$ cat src/rtl/multicycle_control_unit_pkg.sv
// Shared encodings for the multicycle RISC-V controller: states, opcodes and datapath selects.
// Also holds the per-state Moore control table used by the controller FSM.
package multicycle_pkg;

    localparam logic [6:0] OP_R      = 7'h33;
    localparam logic [6:0] OP_IMM    = 7'h13;
    localparam logic [6:0] OP_LUI    = 7'h37;
    localparam logic [6:0] OP_LOAD   = 7'h03;
    localparam logic [6:0] OP_STORE  = 7'h23;
    localparam logic [6:0] OP_BRANCH = 7'h63;
    localparam logic [6:0] OP_JAL    = 7'h6F;

    typedef enum logic [3:0] {
        S_FETCH, S_DECODE, S_EXEC_R, S_EXEC_I, S_LUI, S_MEM_ADDR, S_MEM_RD,
        S_MEM_WB, S_MEM_WR, S_ALU_WB, S_BRANCH, S_JAL, S_ILLEGAL
    } state_e;

    typedef enum logic [2:0] {IMM_I, IMM_S, IMM_B, IMM_U, IMM_J} imm_sel_e;
    typedef enum logic [1:0] {ALU_ADD, ALU_SUB, ALU_FUNCT} alu_op_e;
    typedef enum logic [1:0] {SRCA_PC, SRCA_RS1, SRCA_OLD_PC} alu_src_a_e;
    typedef enum logic [1:0] {SRCB_RS2, SRCB_IMM, SRCB_FOUR} alu_src_b_e;
    typedef enum logic [1:0] {RES_ALU_OUT, RES_MEM_DATA, RES_ALU} result_src_e;

    typedef struct packed {
        logic        mem_read;
        logic        mem_write;
        logic        i_or_d;
        logic        pc_write;
        logic        reg_write;
        alu_src_a_e  alu_src_a;
        alu_src_b_e  alu_src_b;
        alu_op_e     alu_op;
        result_src_e result_src;
        imm_sel_e    imm_sel;
    } ctrl_t;

    // Moore part only; the ready-qualified FETCH strobes and BRANCH pc_write are added by the top.
    function automatic ctrl_t state_ctrl(state_e s, imm_sel_e mem_imm);
        ctrl_t c;
        c = '0;
        case (s)
            S_FETCH: begin
                c.mem_read  = 1'b1;
                c.alu_src_b = SRCB_FOUR;
            end
            S_DECODE: begin
                c.alu_src_a = SRCA_OLD_PC;
                c.alu_src_b = SRCB_IMM;
                c.imm_sel   = IMM_B;
            end
            S_EXEC_R: begin
                c.alu_src_a = SRCA_RS1;
                c.alu_op    = ALU_FUNCT;
            end
            S_EXEC_I: begin
                c.alu_src_a = SRCA_RS1;
                c.alu_src_b = SRCB_IMM;
                c.alu_op    = ALU_FUNCT;
            end
            S_LUI: begin
                c.alu_src_b = SRCB_IMM;
                c.imm_sel   = IMM_U;
            end
            S_MEM_ADDR: begin
                c.alu_src_a = SRCA_RS1;
                c.alu_src_b = SRCB_IMM;
                c.imm_sel   = mem_imm;
            end
            S_MEM_RD: begin
                c.mem_read = 1'b1;
                c.i_or_d   = 1'b1;
            end
            S_MEM_WB: begin
                c.reg_write  = 1'b1;
                c.result_src = RES_MEM_DATA;
            end
            S_MEM_WR: begin
                c.mem_write = 1'b1;
                c.i_or_d    = 1'b1;
            end
            S_ALU_WB:  c.reg_write = 1'b1;
            S_BRANCH: begin
                c.alu_src_a = SRCA_RS1;
                c.alu_op    = ALU_SUB;
            end
            S_JAL: begin
                c.pc_write  = 1'b1;
                c.alu_src_a = SRCA_OLD_PC;
                c.alu_src_b = SRCB_FOUR;
            end
            default: c = '0;
        endcase
        return c;
    endfunction

endpackage

$ cat src/rtl/multicycle_control_unit_if.sv
// Unified instruction/data memory handshake between the controller (master) and memory (slave).
interface multicycle_control_unit_if;
    import multicycle_pkg::*;

    logic mem_read_o;
    logic mem_write_o;
    logic i_or_d_o;
    logic mem_ready_i;

    modport master (output mem_read_o, output mem_write_o, output i_or_d_o, input mem_ready_i);
    modport slave  (input mem_read_o, input mem_write_o, input i_or_d_o, output mem_ready_i);
endinterface

$ cat src/rtl/multicycle_control_unit_opcode_dispatch.sv
// Combinational opcode decode: DECODE-state successor and the load/store immediate format.
module opcode_dispatch
    import multicycle_pkg::*;
(
    input  logic [6:0] op_i,
    output state_e     next_state_o,
    output imm_sel_e   mem_imm_sel_o
);

    always_comb begin
        next_state_o  = S_ILLEGAL;
        mem_imm_sel_o = IMM_I;
        case (op_i)
            OP_R:      next_state_o = S_EXEC_R;
            OP_IMM:    next_state_o = S_EXEC_I;
            OP_LUI:    next_state_o = S_LUI;
            OP_LOAD:   next_state_o = S_MEM_ADDR;
            OP_STORE: begin
                next_state_o  = S_MEM_ADDR;
                mem_imm_sel_o = IMM_S;
            end
            OP_BRANCH: next_state_o = S_BRANCH;
            OP_JAL:    next_state_o = S_JAL;
            default:   next_state_o = S_ILLEGAL;
        endcase
    end

endmodule

$ cat src/rtl/multicycle_control_unit.sv
// Multicycle RISC-V controller sequencing a shared ALU/memory datapath.
// Define MC_PERF_COUNTERS_EN to add cycle_count_o and instret_count_o.
module multicycle_control_unit
    import multicycle_pkg::*;
(
    input  logic                       clk,
    input  logic                       reset,
    multicycle_control_unit_if.master  mem,
    input  logic [6:0]                 op_i,
    input  logic                       zero_i,
    output logic                       ir_write_o,
    output logic                       pc_write_o,
    output logic                       reg_write_o,
    output logic [1:0]                 alu_src_a_o,
    output logic [1:0]                 alu_src_b_o,
    output logic [1:0]                 alu_op_o,
    output logic [1:0]                 result_src_o,
    output logic [2:0]                 imm_sel_o,
    output logic                       illegal_o,
    output logic [3:0]                 state_o
`ifdef MC_PERF_COUNTERS_EN
    ,
    output logic [31:0]                cycle_count_o,
    output logic [31:0]                instret_count_o
`endif
);

    state_e   state_q, state_d;
    state_e   disp_state;
    imm_sel_e disp_imm;
    ctrl_t    ctrl_q, ctrl_out;
    logic     illegal_q;
    logic     fetch_go, branch_go;

    opcode_dispatch u_dispatch (
        .op_i          (op_i),
        .next_state_o  (disp_state),
        .mem_imm_sel_o (disp_imm)
    );

    always_comb begin
        state_d = state_q;
        case (state_q)
            S_FETCH:    if (mem.mem_ready_i) state_d = S_DECODE;
            S_DECODE:   state_d = disp_state;
            S_EXEC_R, S_EXEC_I, S_LUI, S_JAL: state_d = S_ALU_WB;
            S_MEM_ADDR: state_d = (op_i == OP_STORE) ? S_MEM_WR : S_MEM_RD;
            S_MEM_RD:   if (mem.mem_ready_i) state_d = S_MEM_WB;
            S_MEM_WR:   if (mem.mem_ready_i) state_d = S_FETCH;
            S_MEM_WB, S_ALU_WB, S_BRANCH: state_d = S_FETCH;
            S_ILLEGAL:  state_d = S_ILLEGAL;
            default:    state_d = S_FETCH;
        endcase
    end

    // Control word is registered alongside the state it belongs to.
    always_ff @(posedge clk) begin
        if (reset) begin
            state_q   <= S_FETCH;
            ctrl_q    <= state_ctrl(S_FETCH, IMM_I);
            illegal_q <= 1'b0;
        end else begin
            state_q   <= state_d;
            ctrl_q    <= state_ctrl(state_d, disp_imm);
            illegal_q <= illegal_q | (state_d == S_ILLEGAL);
        end
    end

    assign ctrl_out  = reset ? '0 : ctrl_q;
    assign fetch_go  = ~reset & (state_q == S_FETCH) & mem.mem_ready_i;
    assign branch_go = ~reset & (state_q == S_BRANCH) & zero_i;

    assign mem.mem_read_o  = ctrl_out.mem_read;
    assign mem.mem_write_o = ctrl_out.mem_write;
    assign mem.i_or_d_o    = ctrl_out.i_or_d;
    assign ir_write_o      = fetch_go;
    assign pc_write_o      = ctrl_out.pc_write | fetch_go | branch_go;
    assign reg_write_o     = ctrl_out.reg_write;
    assign alu_src_a_o     = ctrl_out.alu_src_a;
    assign alu_src_b_o     = ctrl_out.alu_src_b;
    assign alu_op_o        = ctrl_out.alu_op;
    assign result_src_o    = ctrl_out.result_src;
    assign imm_sel_o       = ctrl_out.imm_sel;
    assign illegal_o       = illegal_q;
    assign state_o         = state_q;

`ifdef MC_PERF_COUNTERS_EN
    logic [31:0] cycle_q, instret_q;
    logic        retire;

    assign retire = (state_d == S_FETCH) &&
                    (state_q inside {S_MEM_WB, S_MEM_WR, S_ALU_WB, S_BRANCH});

    always_ff @(posedge clk) begin
        if (reset) begin
            cycle_q   <= '0;
            instret_q <= '0;
        end else if (state_q != S_ILLEGAL) begin
            cycle_q <= cycle_q + 32'd1;
            if (retire) instret_q <= instret_q + 32'd1;
        end
    end

    assign cycle_count_o   = cycle_q;
    assign instret_count_o = instret_q;
`endif

endmodule

$ cat src/flat_wrapper.sv
// flat-port wrapper written by rule: the top's interface ports become plain ports
module multicycle_control_unit_flat import multicycle_pkg::*;
  (clk, reset, op_i, zero_i, ir_write_o, pc_write_o, reg_write_o, alu_src_a_o, alu_src_b_o, alu_op_o, result_src_o, imm_sel_o, illegal_o, state_o, mem_mem_read_o, mem_mem_write_o, mem_i_or_d_o, mem_mem_ready_i);
  multicycle_control_unit_if mem_i ();
  input  logic clk;
  input  logic reset;
  input  logic [6:0] op_i;
  input  logic zero_i;
  output logic ir_write_o;
  output logic pc_write_o;
  output logic reg_write_o;
  output logic [1:0] alu_src_a_o;
  output logic [1:0] alu_src_b_o;
  output logic [1:0] alu_op_o;
  output logic [1:0] result_src_o;
  output logic [2:0] imm_sel_o;
  output logic illegal_o;
  output logic [3:0] state_o;
  output wire logic [$bits(mem_i.mem_read_o)-1:0] mem_mem_read_o;
  output wire logic [$bits(mem_i.mem_write_o)-1:0] mem_mem_write_o;
  output wire logic [$bits(mem_i.i_or_d_o)-1:0] mem_i_or_d_o;
  input wire logic [$bits(mem_i.mem_ready_i)-1:0] mem_mem_ready_i;
  assign mem_mem_read_o = mem_i.mem_read_o;
  assign mem_mem_write_o = mem_i.mem_write_o;
  assign mem_i_or_d_o = mem_i.i_or_d_o;
  assign mem_i.mem_ready_i = mem_mem_ready_i;
  multicycle_control_unit u_core (.clk(clk), .reset(reset), .mem(mem_i), .op_i(op_i), .zero_i(zero_i), .ir_write_o(ir_write_o), .pc_write_o(pc_write_o), .reg_write_o(reg_write_o), .alu_src_a_o(alu_src_a_o), .alu_src_b_o(alu_src_b_o), .alu_op_o(alu_op_o), .result_src_o(result_src_o), .imm_sel_o(imm_sel_o), .illegal_o(illegal_o), .state_o(state_o));
endmodule
$ cat config.mk
export PLATFORM = sky130hd
export DESIGN_NAME = multicycle_control_unit_flat
export DESIGN_NICKNAME = d
export VERILOG_FILES = /design/src/rtl/multicycle_control_unit_pkg.sv /design/src/rtl/multicycle_control_unit_if.sv /design/src/rtl/multicycle_control_unit_opcode_dispatch.sv /design/src/rtl/multicycle_control_unit.sv /design/src/flat_wrapper.sv
export SDC_FILE = /design/constraint.sdc
export NUM_CORES = 1
export LEC_CHECK = 0
export CORE_MARGIN = 3
export CORE_UTILIZATION = 46
export CTS_CLUSTER_SIZE = 16
export DETAILED_ROUTE_END_ITERATION = 16
export GPL_TIMING_DRIVEN = 1
export PLACE_DENSITY = 0.9
export RECOVER_POWER = 25
export SLEW_MARGIN = 25
export SYNTH_ARGS = -nofsm -noshare
export SYNTH_HDL_FRONTEND = slang
export SYNTH_SLANG_ARGS = --single-unit
$ cat constraint.sdc
create_clock -name clk -period 2 [get_ports clk]
set_input_delay 0.4 -clock clk [delete_from_list [all_inputs] [get_ports clk]]
set_output_delay 0.4 -clock clk [all_outputs]
set_load 0.02 [all_outputs]
==> impl_metrics.yaml, run 1 <==
run_status:
  status: "finished, violations left"
  failing_checks: "negative setup slack"
final_layout:
  fin_nets: 195
  drive_above_1_share_pct: 30.05
  share_of_the_core_filled_with_cells_in_the_final_layout_pct: 73.61
  area_growth_pct: 49.15
  final.fill_count: 158
  multi_input_comb_area_sq_um: 680.7
  antenna_diodes: 0
  ff_latch_area_sq_um: 385.4
setup_path:
  critPathKind: "in -> reg"
  worst-path-max-fanout: 4
  timing.critical_path.from_type: "primary input"
  worstPathArrival_ns: 2.26
  cp-end-kind: "register"
  worstPathRequired_ns: 2.22
  crit_slowest_cell: "sky130_fd_sc_hd__clkdlybuf4s50_1"
  slowest_delay_ns: 0.49
  critical_path.cell_chain: "clkdlybuf4s50_1 -> and3b_2 -> a21boi_1 -> a221oi_2 -> buf_4 -> or3_4 -> nand3b_1 -> a21oi_1"
global_route:
  grt_first_pass_wirelength_um: 4526
  grt_pass1_vias: 1043
  global_route.overflow_total: 0
  antenna_found_initial: 0
  grt_use_total_pct: 20.91
  grt_max_degree: 11
logic_synthesis:
  syn_avg_cell_area_sq_um: 8.545
  synth.area.top_cells: "sky130_fd_sc_hd__dfxtp_1, sky130_fd_sc_hd__nor2b_1, sky130_fd_sc_hd__nor2_1"
  synth_commonest_cells: "sky130_fd_sc_hd__dfxtp_1, sky130_fd_sc_hd__nor2b_1, sky130_fd_sc_hd__nor2_1"
  synth_top_area_cell: "sky130_fd_sc_hd__dfxtp_1"
  post-synth-top-area-fraction_pct: 34.51
  synthMostInstantiatedCell: "sky130_fd_sc_hd__dfxtp_1"
  synth_flop_cell: "sky130_fd_sc_hd__dfxtp_1"
  yosysUniqueCellTypes: 47
  synth-edff-count: 0
  gate_count_post_synth: 129
  synth.yosys.seq_area_share_pct: 34.51
  synth-warning-count: 0
  mappedNetlistArea_sq_mm: 0.001102
  flop_and_latch_count_out_of_synthesis: 19
  synth-async-reset-ratio_pct: 0
timing:
  max_clock_freq_mhz: 491.9
  final_hold_viol_count: 0
  postLayoutSetupSlackWorst_ns: -0.03304
  fin_setup_tns_ns: -0.05016
  min_period_ns: 2.033
  worst_clock_skew_ns: 0.002323
  setup_violations: 2
  min_period_over_period_pct: 101.7
  drv_slew: 0
clock_network:
  clock_latency_ns: 0.28
  ctsHoldBuffers: 0
  clock_path_buffers: 2
  tritoncts: "yes"
  clkSinkCount: 19
  cts.htree.levels: 1
  clk_pin_slew_worst_paths_ns: 0.10
  tritoncts.num_buffers: 3
  clockRootBuffer: "sky130_fd_sc_hd__clkbuf_4"
job:
  cap_violations: 0
place:
  gpl.final_weighted_congestion: 0.8212
  dp_hpwl_um: 2331
  io_buffers: 30
  preCtsSetupSlack_ns: -0.3169
floorplanning:
  row_count: 17
  core_region_area_sq_mm: 0.002233
  die_h_um: 54.95
  die_area_sq_mm: 0.003020
  floorplan.initialDensity_pct: 49.36
  die_width_um: 54.95
  io_pins: 33
routing:
  dr.pass1.iters: 4
  drt_wl_total_um: 3259
  avgViaCountPerCell: 5.526
  final_antenna_net_count: 0
  remaining_drc_errors: 0
  avgRoutedWirePerCell_um: 15.45
  drtIter0Drc: 33
  vias: 1166
power:
  worst_ir_drop_vdd_mv: 0.7585
  power_per_cell_area_mw_per_mm2: 626.5
  cellLeakagePower_nw: 0.7828
min_path:
  min_path_type: "reg -> reg"
==> placed cells by master, fill, tap and decap left out, types with 7 or more instances in the layout <==
cell type,instances
sky130_fd_sc_hd__a21oi_1,7
sky130_fd_sc_hd__buf_4,29
sky130_fd_sc_hd__clkdlybuf4s50_1,8
sky130_fd_sc_hd__dfxtp_1,15
sky130_fd_sc_hd__dlygate4sd2_1,15
sky130_fd_sc_hd__nor2_1,15
sky130_fd_sc_hd__nor2b_1,18
==> path summary, 6_finish.rpt <==
kind / to / from / slack, ns / cells after the start
max: u_core.ctrl_q[1] / op_i[0] / -0.03 / 8
min: u_core.illegal_o / u_core.illegal_o / 0.50 / 2
max reg2reg: u_core.ctrl_q[1] / u_core.state_o[2] / 0.07 / 6
min reg2reg: u_core.illegal_o / u_core.illegal_o / 0.50 / 2
==> what timing repair did <==
action,in CTS,in global routing
buffers inserted,0,5
gates cloned,0,0
setup endpoints to repair,19,13
gates resized for setup,20,14
pin swaps,0,6
hold endpoints to repair,0,0
==> through the flow <==
stage          instances  instance area [sq um]  power (mW)  hold WS [ns]
6_report             211                   1644       1.030        0.5022
5_1_grt              211                   1644       1.088        0.5611
4_1_cts              206                   1558       1.004        0.5061
3_5_place_dp         202                   1538      0.8349        0.4706
3_3_place_gp         202                   1538      0.8183        0.4689
2_1_floorplan        130                   1106      0.6756        0.5701
==> where the power goes <==
part	internal (mW)	leakage, nW	switching (mW)
logic	0.200	0.611	0.207
clock network	0.0774	0.0150	0.104
registers	0.415	0.157	0.0268
total	0.692	0.783	0.338
==> kinds of logic (layout without fill, tap and decap cells) <==
| kind of cell | count (synthesis) | in the layout | share of synthesized area [%] |
|---|---|---|---|
| buf+inv | 12 | 65 | 8.285 |
| flops | 19 | 19 | 34.51 |
| mux | 1 | 1 | 0.9081 |
| simple gates | 64 | 64 | 34.62 |
| xor+xnor | 1 | 1 | 0.7947 |
| compound gates | 31 | 31 | 20.55 |
| other cells | 1 | 2 | 0.3402 |
==> critical path: cells and delay by family <==
kind            cells  cell delay [ns]
simple gates        3             0.76
buf+inv             2             0.64
compound gates      3             0.46
==> area by class of cell <==
cell class              count  share of cell area, %
multi-input cells          99                  41.40
repair buffers             59                  30.97
flip-flops and latches     19                  23.44
well taps                  28                  2.131
clock buffers               4                  1.598
inverters                   2                 0.4566
==> routing by layer <==
layer | part of all wire (%) | wire [um] | vias up | GRT usage, %
li1 | - | - | 561 | -
met2 | 52 | 1684 | 63 | 40.94
met1 | 39 | 1271 | 528 | 23.19
met5 | 0 | 0 | - | 0
met3 | 5.8 | 190 | 14 | 3.485
met4 | 3.5 | 113 | 0 | 4.453
==> sequential cells by signal, summed over array words and instances (netlist names) <==
signal	cells
u_core.illegal_o	1
u_core.state_o	4
u_core.ctrl_q	14
(Power assumes the default switching activity.)
==> run 2, diff against run 1 <==
--- a/config.mk
+++ b/config.mk
@@ -9,9 +9,10 @@
 export CORE_UTILIZATION = 46
 export CTS_CLUSTER_SIZE = 16
 export DETAILED_ROUTE_END_ITERATION = 16
-export GPL_TIMING_DRIVEN = 1
+export GPL_TIMING_DRIVEN = 0
 export PLACE_DENSITY = 0.9
 export RECOVER_POWER = 25
+export SKIP_CTS_REPAIR_TIMING = 1
 export SLEW_MARGIN = 25
 export SYNTH_ARGS = -nofsm -noshare
 export SYNTH_HDL_FRONTEND = slang
==> constraint.sdc (replaced) <==
create_clock -name clk -period 2.1 [get_ports clk]
set_input_delay 0.42 -clock clk [delete_from_list [all_inputs] [get_ports clk]]
set_output_delay 0.42 -clock clk [all_outputs]
set_load 0.02 [all_outputs]
==> impl_metrics.yaml, run 2 (synthesis results as in run 1) <==
run_status:
  status: "finished, final reports clean"
global_route:
  antenna_found_initial: 0
  global_route.overflow_total: 0
  grt_pass1_vias: 1039
  grt_use_total_pct: 20.60
  grt_first_pass_wirelength_um: 4540
  grt_max_degree: 12
setup_path:
  r2r.worst_path.cells: 7
  r2r_end: "u_core.ctrl_q[13]"
  worstPathArrival_ns: 2.24
  crit_family: "simple AND/OR/NAND/NOR gates"
  slowest_delay_ns: 0.39
  worst-path-max-fanout: 10
  critical_path.cell_chain: "clkbuf_4 -> nor3b_1 -> inv_1 -> a221oi_4 -> or2_4 -> a31oi_1 -> nor3_1"
  timing.critical_path.from_type: "register"
  crit_slowest_cell: "sky130_fd_sc_hd__nor3b_1"
  regToRegStartpoint: "u_core.state_o[3]"
  critPathKind: "reg -> reg"
  timing.reg2reg.setup_slack_ns: 0.05
  worst-path-buf-inv: 2
  cp-end-kind: "register"
  worstPathRequired_ns: 2.29
clock_network:
  cts.htree.levels: 1
  clock_path_buffers: 2
  clkSinkCount: 19
  clock_latency_ns: 0.29
  clk_pin_slew_worst_paths_ns: 0.11
  clockRootBuffer: "sky130_fd_sc_hd__clkbuf_4"
  tritoncts.num_buffers: 3
  tritoncts: "yes"
floorplanning:
  io_pins: 33
  die_h_um: 54.95
  row_count: 17
  die_area_sq_mm: 0.003020
  core_region_area_sq_mm: 0.002233
  floorplan.initialDensity_pct: 49.36
  die_width_um: 54.95
timing:
  setup_violations: 0
  fin_setup_tns_ns: 0
  final_hold_viol_count: 0
  worst_clock_skew_ns: 0.002408
  min_period_over_period_pct: 97.39
  max_clock_freq_mhz: 489.0
  min_period_ns: 2.045
  drv_slew: 0
power:
  cellLeakagePower_nw: 0.9148
  p_comb_share_pct: 39.5
  p_sw_share_pct: 33.96
  power.switching_uw: 331.8
  power_report.internal_total_uw: 645.2
  clock_power_share_pct: 18.6
  worst_ir_drop_vdd_mv: 0.4768
  power_per_cell_area_mw_per_mm2: 601.6
  sequentialPowerShare_pct: 41.9
place:
  placed_area_sq_mm: 0.001441
  io_buffers: 30
  dp_hpwl_um: 2196
  gpl.final_weighted_congestion: 0.9038
routing:
  vias: 1132
  avgViaCountPerCell: 5.717
  drt_wl_total_um: 3261
  dr.pass1.iters: 4
  final_antenna_net_count: 0
  drtIter0Drc: 53
  avgRoutedWirePerCell_um: 16.47
  remaining_drc_errors: 0
final_layout:
  ff_latch_area_sq_um: 385.4
  drive_above_1_share_pct: 22.94
  share_of_the_core_filled_with_cells_in_the_final_layout_pct: 72.72
  fin_nets: 182
  layout.cells.most_common: "sky130_fd_sc_hd__dlymetal6s2s_1"
  multi_input_comb_area_sq_um: 683.2
  final.fill_count: 154
  commonest_cells_after_routing_fill_and_taps_aside: "sky130_fd_sc_hd__dlymetal6s2s_1, sky130_fd_sc_hd__nor2b_1, sky130_fd_sc_hd__dfxtp_1"
  max_flop_register: "u_core.ctrl_q"
  antenna_diodes: 0
  design_area_sq_mm: 0.001624
  area_growth_pct: 47.33
  largest_register_ffs: 14
min_path:
  hold_depth: 2
  min_path_type: "reg -> reg"
  hold_path.startpoint: "u_core.illegal_o"
  holdPathEnd: "u_core.illegal_o"
job:
  cap_violations: 0
run 2: changes by cell type in the layout (fill, tap and decap cells not counted), sizes merged:
cell / delta
dlymetal6s2s: +16
buf: -15
dlygate4sd2: -15
clkdlybuf4s50: -5
clkbuf: +3
dlygate4sd3: +2
clkinv: +1
run 2: layout make-up:
cell class | instances | area share (%)
Buffer | 10 | 5.393
Clock buffer | 3 | 1.387
Clock inverter | 1 | 0.3082
Inverter | 2 | 0.4622
Multi-Input combinational cell | 99 | 42.06
Sequential cell | 19 | 23.73
Tap cell | 28 | 2.157
Timing Repair Buffer | 36 | 24.50
run 2: worst register-to-register path: stages (launching register included):
cell                       delay, ns
sky130_fd_sc_hd__dfxtp_2        0.36
sky130_fd_sc_hd__clkbuf_4       0.19
sky130_fd_sc_hd__nor3b_1        0.40
sky130_fd_sc_hd__inv_1          0.15
sky130_fd_sc_hd__a221oi_4       0.27
sky130_fd_sc_hd__or2_4          0.19
sky130_fd_sc_hd__a31oi_1        0.09
sky130_fd_sc_hd__nor3_1         0.29
run 2: worst max-delay path by stage:
stage / cells past startpoint / start / end
floorplan: 8 / u_core.state_o[0] / u_core.ctrl_q[1]
global placement: 7 / op_i[6] / u_core.ctrl_q[8]
detailed placement: 8 / op_i[4] / u_core.ctrl_q[1]
CTS: 5 / u_core.state_o[3] / pc_write_o
global route: 7 / u_core.state_o[3] / u_core.ctrl_q[13]
finish: 7 / u_core.state_o[3] / u_core.ctrl_q[13]
run 2: power groups by stage:
stage | logic [mW] | registers (mW) | clock network, mW
detailed placement | 0.351 | 0.416 | 0
finish | 0.386 | 0.410 | 0.181
CTS | 0.352 | 0.407 | 0.187
floorplan | 0.222 | 0.422 | 0
global placement | 0.338 | 0.413 | 0
global route | 0.415 | 0.411 | 0.204
run 2: per-stage QoR:
step	setup slack, ns	total power, mW	hold slack (ns)	instances
after floorplan	0.1135	0.6434	0.5701	130
after global placement	-0.3475	0.7502	0.4605	188
after detailed placement	-0.3981	0.7664	0.4616	188
after CTS	-0.3160	0.9459	0.4958	192
after global routing	-0.06231	1.030	0.5638	198
final	0.05490	0.9770	0.4898	198
run 2: metal layers:
metal  up-vias  track usage (%)  part of all wire (%)
li1        533                -                     -
met1       524            25.90                    42
met2        64            35.43                    48
met3        11            2.145                   6.9
met4         0            8.907                   3.1
met5         -                0                     0
